--- src/rtl/bitmap_encoder_pkg.sv ---
// Shared types and helpers for the sequential bitmap encoder.
// Optional count feature is enabled by defining BITMAP_ENCODER_COUNT_EN.
package bitmap_encoder_pkg;

  typedef enum logic {
    ST_IDLE = 1'b0,
    ST_EMIT = 1'b1
  } state_e;

  // Index width for a bitmap of the given width (at least one bit).
  function automatic int idx_width(input int width);
    return (width <= 2) ? 1 : $clog2(width);
  endfunction

endpackage

--- src/rtl/bitmap_encoder_seq_lsb_find.sv ---
// Combinational lowest-set-bit finder: index, bitmap with that bit cleared,
// zero flag and an "at most one bit set" flag.
module lsb_find #(
  parameter int WIDTH = 8,
  parameter int IDX_W = 3
) (
  input  logic [WIDTH-1:0] data,
  output logic [IDX_W-1:0] idx,
  output logic [WIDTH-1:0] cleared,
  output logic             zero,
  output logic             le_one
);

  // Scan from the top so the last hit, the lowest set bit, wins.
  always_comb begin
    idx = '0;
    for (int i = WIDTH - 1; i >= 0; i--) begin
      if (data[i]) idx = IDX_W'(i);
    end
  end

  assign cleared = data & (data - WIDTH'(1));
  assign zero    = ~|data;
  assign le_one  = ~|cleared;

endmodule

--- src/rtl/bitmap_encoder_seq.sv ---
// Sequential multi-hot encoder: one set-bit index per output beat, lowest
// first. Define BITMAP_ENCODER_COUNT_EN to add the out_cnt popcount port.
module bitmap_encoder_seq
  import bitmap_encoder_pkg::*;
#(
  parameter  int WIDTH = 8,
  localparam int IDX_W = idx_width(WIDTH)
) (
  input  logic             clk,
  input  logic             rst,
  input  logic             in_valid,
  output logic             in_ready,
  input  logic [WIDTH-1:0] in_data,
  output logic             out_valid,
  input  logic             out_ready,
  output logic [IDX_W-1:0] out_idx,
  output logic             out_last,
  output logic             out_none,
`ifdef BITMAP_ENCODER_COUNT_EN
  output logic [IDX_W:0]   out_cnt,
`endif
  output state_e           dbg_state
);

  // Handshake: a transfer happens on a rising edge where valid && ready are
  // both high; valid never depends on ready, but in_ready depends on
  // out_ready so a new bitmap can be taken on the last beat of the previous.

  state_e state_q, state_d;

  logic [WIDTH-1:0] pending_q;
  logic [IDX_W-1:0] idx_q;
  logic             last_q;
  logic             none_q;

  logic [IDX_W-1:0] in_idx, pend_idx;
  logic [WIDTH-1:0] in_cleared, pend_cleared;
  logic             in_zero, in_le_one, pend_zero, pend_le_one;

  logic accept;
  logic out_fire;

  lsb_find #(.WIDTH(WIDTH), .IDX_W(IDX_W)) u_in_lsb (
    .data    (in_data),
    .idx     (in_idx),
    .cleared (in_cleared),
    .zero    (in_zero),
    .le_one  (in_le_one)
  );

  lsb_find #(.WIDTH(WIDTH), .IDX_W(IDX_W)) u_pend_lsb (
    .data    (pending_q),
    .idx     (pend_idx),
    .cleared (pend_cleared),
    .zero    (pend_zero),
    .le_one  (pend_le_one)
  );

  assign out_valid = (state_q == ST_EMIT);
  assign out_fire  = out_valid && out_ready;
  assign in_ready  = (state_q == ST_IDLE) || (out_fire && last_q);
  assign accept    = in_valid && in_ready;

  assign out_idx   = idx_q;
  assign out_last  = last_q;
  assign out_none  = none_q;
  assign dbg_state = state_q;

  always_ff @(posedge clk) begin
    if (rst) state_q <= ST_IDLE;
    else     state_q <= state_d;
  end

  always_comb begin
    state_d = state_q;
    case (state_q)
      ST_IDLE: if (accept) state_d = ST_EMIT;
      ST_EMIT: if (out_fire && last_q && !accept) state_d = ST_IDLE;
      default: state_d = ST_IDLE;
    endcase
  end

  // A fresh accept takes priority; otherwise advance through pending bits.
  always_ff @(posedge clk) begin
    if (rst) begin
      pending_q <= '0;
      idx_q     <= '0;
      last_q    <= 1'b0;
      none_q    <= 1'b0;
    end else if (accept) begin
      pending_q <= in_cleared;
      idx_q     <= in_idx;
      last_q    <= in_le_one;
      none_q    <= in_zero;
    end else if (out_fire && !last_q) begin
      pending_q <= pend_cleared;
      idx_q     <= pend_idx;
      last_q    <= pend_le_one || pend_zero;
    end
  end

`ifdef BITMAP_ENCODER_COUNT_EN
  logic [IDX_W:0] in_pop;
  logic [IDX_W:0] cnt_q;

  always_comb begin
    in_pop = '0;
    for (int i = 0; i < WIDTH; i++) begin
      in_pop = in_pop + (IDX_W + 1)'(in_data[i]);
    end
  end

  always_ff @(posedge clk) begin
    if (rst)         cnt_q <= '0;
    else if (accept) cnt_q <= in_pop;
  end

  assign out_cnt = cnt_q;
`endif

endmodule

--- config.mk ---
export PLATFORM = sky130hd
export DESIGN_NAME = bitmap_encoder_seq
export DESIGN_NICKNAME = d
export VERILOG_FILES = /design/src/rtl/bitmap_encoder_pkg.sv /design/src/rtl/bitmap_encoder_seq_lsb_find.sv /design/src/rtl/bitmap_encoder_seq.sv
export SDC_FILE = /design/constraint.sdc
export NUM_CORES = 1
export LEC_CHECK = 0
export CAP_MARGIN = 20
export CORE_MARGIN = 8
export CORE_UTILIZATION = 47
export DETAILED_ROUTE_END_ITERATION = 12
export PLACE_DENSITY = 0.77
export RECOVER_POWER = 25
export SLEW_MARGIN = 20
export SYNTH_ARGS = -nofsm -noshare
export SYNTH_HDL_FRONTEND = slang
export SYNTH_SLANG_ARGS = --single-unit
--- constraint.sdc ---
create_clock -name clk -period 4.1 [get_ports clk]
set_input_delay 1.23 -clock clk [delete_from_list [all_inputs] [get_ports clk]]
set_output_delay 1.23 -clock clk [all_outputs]
set_load 0.01 [all_outputs]
After elaboration in Yosys (flattened, before gate mapping)
Index checks and enable logic that the tools add are counted.
{"block": "word_totals", "in_bits": 12, "word_cells": 53, "regBits": 14, "out_inout_bits": 8}
{"block": "op_classes", "addsub": 2, "reduce_logical": 18, "bitwise_logic": 3, "mux": 25}
{"op": "2-to-1 mux 3 bit", "n": 18}
{"op": "OR reduction 8 bit", "n": 4}
{"op": "bitwise AND 8 bit", "n": 2}
{"op": "2-to-1 mux 8 bit", "n": 2}
{"op": "subtractor 8 x 1 -> 8 bit, second input constant", "n": 2}
{"op": "logical NOT 1 bit", "n": 6}
{"op": "logical AND 1 bit", "n": 5}
{"op": "2-to-1 mux 1 bit", "n": 4}
{"op": "logical OR 1 bit", "n": 2}
{"op": "one-hot mux 1 bit (2 select lines)", "n": 1}
{"op": "nonzero test 2 bit", "n": 1}
{"op": "inverter 1 bit", "n": 1}

Logic depth before layout (Yosys ltp)
Gate-level depths: netlist of run 1.
{"block": "logic_depth", "depth_word": 10, "ltp_mapped": 6, "depth_no_buf": 5}

By module
Synthesis of run 1 repeated with hierarchy kept, for this count alone.
{"block": "unflattened", "hier_cells": 169, "hier_area_um2": 1243.7}
{"mod": "bitmap_encoder_seq", "instances": 1, "area_per_inst_um2": 813.3, "cells_per_inst": 101}
{"mod": "lsb_find", "instances": 2, "area_per_inst_um2": 215.2, "cells_per_inst": 34}

Worst setup path before layout of run 1
No wires, ideal clock.
{"block": "synth_timing", "path_type": "input to output", "start": "input port out_ready", "end": "output port in_ready", "cell_stages": 1, "t_arrival_ns": 1.460, "setup_slack_ns": 1.410, "cell_sequence": "a21bo_2"}
{"block": "synth_between", "elab_chain_len": 3}
{"item": "start, declared", "line": "bitmap_encoder_seq.sv:15", "source": "input logic out_ready,"}
{"item": "logical AND 1 bit", "line": "bitmap_encoder_seq.sv:60", "source": "assign out_fire = out_valid && out_ready;"}
{"item": "logical AND 1 bit", "line": "bitmap_encoder_seq.sv:61", "source": "assign in_ready = (state_q == ST_IDLE) || (out_fire && last_q);"}
{"item": "logical OR 1 bit", "line": "bitmap_encoder_seq.sv:61"}
{"item": "end, declared", "line": "bitmap_encoder_seq.sv:12", "source": "output logic in_ready,"}
Every way passes these cells.

Final worst setup path of run 1
Same ends and word-level chain as after synthesis.

==> impl_metrics.sql, run 1 <==
INSERT INTO impl_metrics (metric_group, metric, value, unit) VALUES
('run_status', 'run_status', 'complete, no violations', ''),
('setup_path', 'endpoint_required_time_on_the_critical_path', '2870', 'ps'),
('cts', 'cts.root.buffer_cell', 'sky130_fd_sc_hd__clkbuf_4', ''),
('cts', 'clock_sinks', '13', ''),
('cells_and_area', 'multiInputGateArea', '487', 'um2'),
('cells_and_area', 'area.growth.synth_to_final', '26.4', '%'),
('synth', 'synth_largest_type_area_fraction', '32.7', '%'),
('synth', 'synth-simple-area-share', '24.5', '%'),
('synth', 'xor_xnor_share_of_the_synthesized_area', '0', '%'),
('synth', 'yosys.area_share.adder', '1.41', '%'),
('global_routing', 'grt_max_degree', '15', ''),
('placed_design', 'dp_cells', '135', ''),
('floorplan', 'floorplan.initialDensity', '48.3', '%'),
('floorplan', 'dieWidth', '57.2', 'um'),
('synth', 'combinational_family_with_the_most_area_after_synthesis', 'compound AO/OA/AOI/OAI gates', ''),
('pwr', 'vdd.ir_drop.worst', '170', 'uV'),
('synth', 'syn_avg_cell_area', '7.74', 'um2'),
('cts', 'cts.reportedPaths.clkPinSlew', '80', 'ps'),
('placed_design', 'hpwlAfterDp', '1.57', 'mm'),
('sta', 'timing.final.setup_violations', '0', ''),
('floorplan', 'fp.dieArea', '0.00327', 'mm2'),
('synth', 'synth_top_cells_by_area', 'sky130_fd_sc_hd__dfxtp_1, sky130_fd_sc_hd__a21oi_1, sky130_fd_sc_hd__nor2_1', ''),
('cells_and_area', 'register_area', '260', 'um2'),
('sta', 'finalSetupTns', '0', 'ps'),
('cells_and_area', 'fillCellCount', '167', ''),
('setup_path', 'critical_path.max_fanout', '4', ''),
('pwr', 'power_leakage', '0.000368', 'uW'),
('sta', 'setup_slack', '418', 'ps'),
('drt', 'total_via_count_after_detailed_routing', '825', ''),
('placed_design', 'finalWeightedCongestion', '0.776', ''),
('sta', 'finalClockSkew', '0.976', 'ps'),
('setup_path', 'path_class', 'input pin to primary output', ''),
('cts', 'tritoncts', 'done', ''),
('cells_and_area', 'antenna_diodes', '0', ''),
('cts', 'cts.repair_timing.setup_buffer_count', '0', ''),
('floorplan', 'fp.dieH', '57.2', 'um'),
('drt', 'final_antenna_net_count', '0', ''),
('cts', 'clkLatencyLatePin', '280', 'ps'),
('synth', 'seq_area_frac_synth', '32.7', '%'),
('cells_and_area', 'design.final.nets', '135', ''),
('drt', 'drt_pre_antenna_iters', '4', ''),
('sta', 'final.period_utilization', '89.8', '%'),
('synth', 'number_of_enable_type_register_cells_in_the_synthesized_netlist', '0', ''),
('cts', 'htreeDepth', '1', ''),
('sta', 'unrepaired_setup_endpoints_after_global_routing', 'no', ''),
('synth', 'mappedNetlistArea', '797', 'um2'),
('sta', 'hold_viol_final', '0', ''),
('synth', 'synth_compound_area_share', '35.2', '%'),
('pwr', 'pwr_density_cell', '298', 'mW/mm2'),
('global_routing', 'globalRouteTotalUtil', '13.9', '%'),
('sta', 'max_slew.worst_pin.slew', '510', 'ps'),
('setup_path', 'worst_setup_path_start_kind', 'input pin', ''),
('cells_and_area', 'final_cell_count_no_fill', '139', ''),
('synth', 'postSynth.asyncResetShare', '0', '%'),
('hold_path', 'worstHoldPathType', 'flip-flop to flip-flop', ''),
('synth', 'synth.cells.most_frequent', 'sky130_fd_sc_hd__nor2_1, sky130_fd_sc_hd__a21oi_1, sky130_fd_sc_hd__dfxtp_1, sky130_fd_sc_hd__inv_1, sky130_fd_sc_hd__nand2_1', ''),
('synth', 'synth.most_common_cell', 'sky130_fd_sc_hd__nor2_1', ''),
('floorplan', 'io_pins', '20', ''),
('cts', 'hold_buffers_post_cts', '0', ''),
('synth', 'synth-warning-count', '0', ''),
('synth', 'syn_nets', '115', ''),
('drt', 'drt-initial-drc-count', '20', ''),
('hold_path', 'worstHoldPathCells', '2', ''),
('setup_path', 'critPathArrivalTime', '2450', 'ps'),
('drt', 'post-route-drc-count', '0', ''),
('synth', 'ys_seq_elements', '13', ''),
('sta', 'headroom_to_the_max_slew_limit', '65.9', '%'),
('sta', 'max_freq', '0.272', 'GHz'),
('sta', 'period_minus_slack', '3680', 'ps'),
('synth', 'netlist_instances', '103', ''),
('floorplan', 'placeableCoreArea', '0.00165', 'mm2');
flip-flops by register name, summed over array words and instances (netlist names):
signal / cells
out_none: 1
pending_q: 7
out_idx: 3
out_last: 1
dbg_state: 1
worst max-delay path, stage by stage:
cell and delay, ps:
sky130_fd_sc_hd__clkdlybuf4s50_1 500, sky130_fd_sc_hd__a21bo_2 180, sky130_fd_sc_hd__clkdlybuf4s50_1 540
layer usage:
metal | global-route usage [%] | wire length (um)
met1 | 17.3 | 963
met2 | 21.4 | 979
met3 | 2.88 | 110
met4 | 8.05 | 41
met5 | 0 | 0
final timing paths:
kind	startpoint	to	slack, ps
max reg2reg	pending_q[1]	out_last	2500
min	out_none	out_none	490
max	out_ready	in_ready	420
min reg2reg	out_none	out_none	490
per-stage QoR:
stage	utilization, %	hold WS (ps)	area [um2]
2_1_floorplan	-	495	797
3_3_place_gp	59.4	471	981
3_5_place_dp	59.4	491	981
4_1_cts	61.0	502	1010
5_1_grt	61.0	517	1010
6_report	61.0	486	1010
where the power goes:
group	switching [uW]	leakage, uW	total, uW	internal (uW)
logic	40.3	0.000247	77.8	37.5
registers	8.08	0.000107	142	134
clock network	43.0	0.0000150	80.7	37.8
total	91.4	0.000368	300	209
layout make-up:
type | instances | share of cell area (%)
well taps | 17 | 2.11
multi-input cells | 80 | 48.3
clock buffers | 4 | 2.61
flip-flops and latches | 13 | 25.8
inverters | 6 | 2.24
repair buffers | 19 | 18.9
kinds of logic (layout without fill, tap and decap cells):
kind of cell | count (synthesis) | in the layout
compound gates | 41 | 41
buf+inv | 10 | 29
simple gates | 38 | 38
fa+ha+maj | 1 | 1
flops | 13 | 13
cells in the final DEF, fill, tap and decap left out, drive strengths merged:
master,netlist,layout
clkdlybuf4s50,0,14
dfxtp,13,13
nor3,2,2
a21oi,15,15
inv,6,6
dlygate4sd3,0,5
a31oi,1,1
o21ai,4,4
nand2,5,5
nor3b,1,1
nor2,16,16
maj3,1,1
o21bai,1,1
or4,1,1
a2111oi,3,3
nand3,3,3
o311ai,3,3
a21bo,1,1
o31ai,2,2
a211oi,4,4
nand2b,3,3
a22o,1,1
nor4,2,2
or3,2,2
o22ai,1,1
o211ai,4,4
o21a,1,1
nand3b,2,2
and2,1,1
clkbuf,1,4
No activity file was read; power rests on OpenSTA's default activity.
==> run 2: changes to the inputs <==
--- a/config.mk
+++ b/config.mk
@@ -5,7 +5,6 @@
 export SDC_FILE = /design/constraint.sdc
 export NUM_CORES = 1
 export LEC_CHECK = 0
-export CAP_MARGIN = 20
 export CORE_MARGIN = 8
 export CORE_UTILIZATION = 47
 export DETAILED_ROUTE_END_ITERATION = 12
==> results of run 2 <==
Final layout, timing and power as in run 1 (identical DEF).
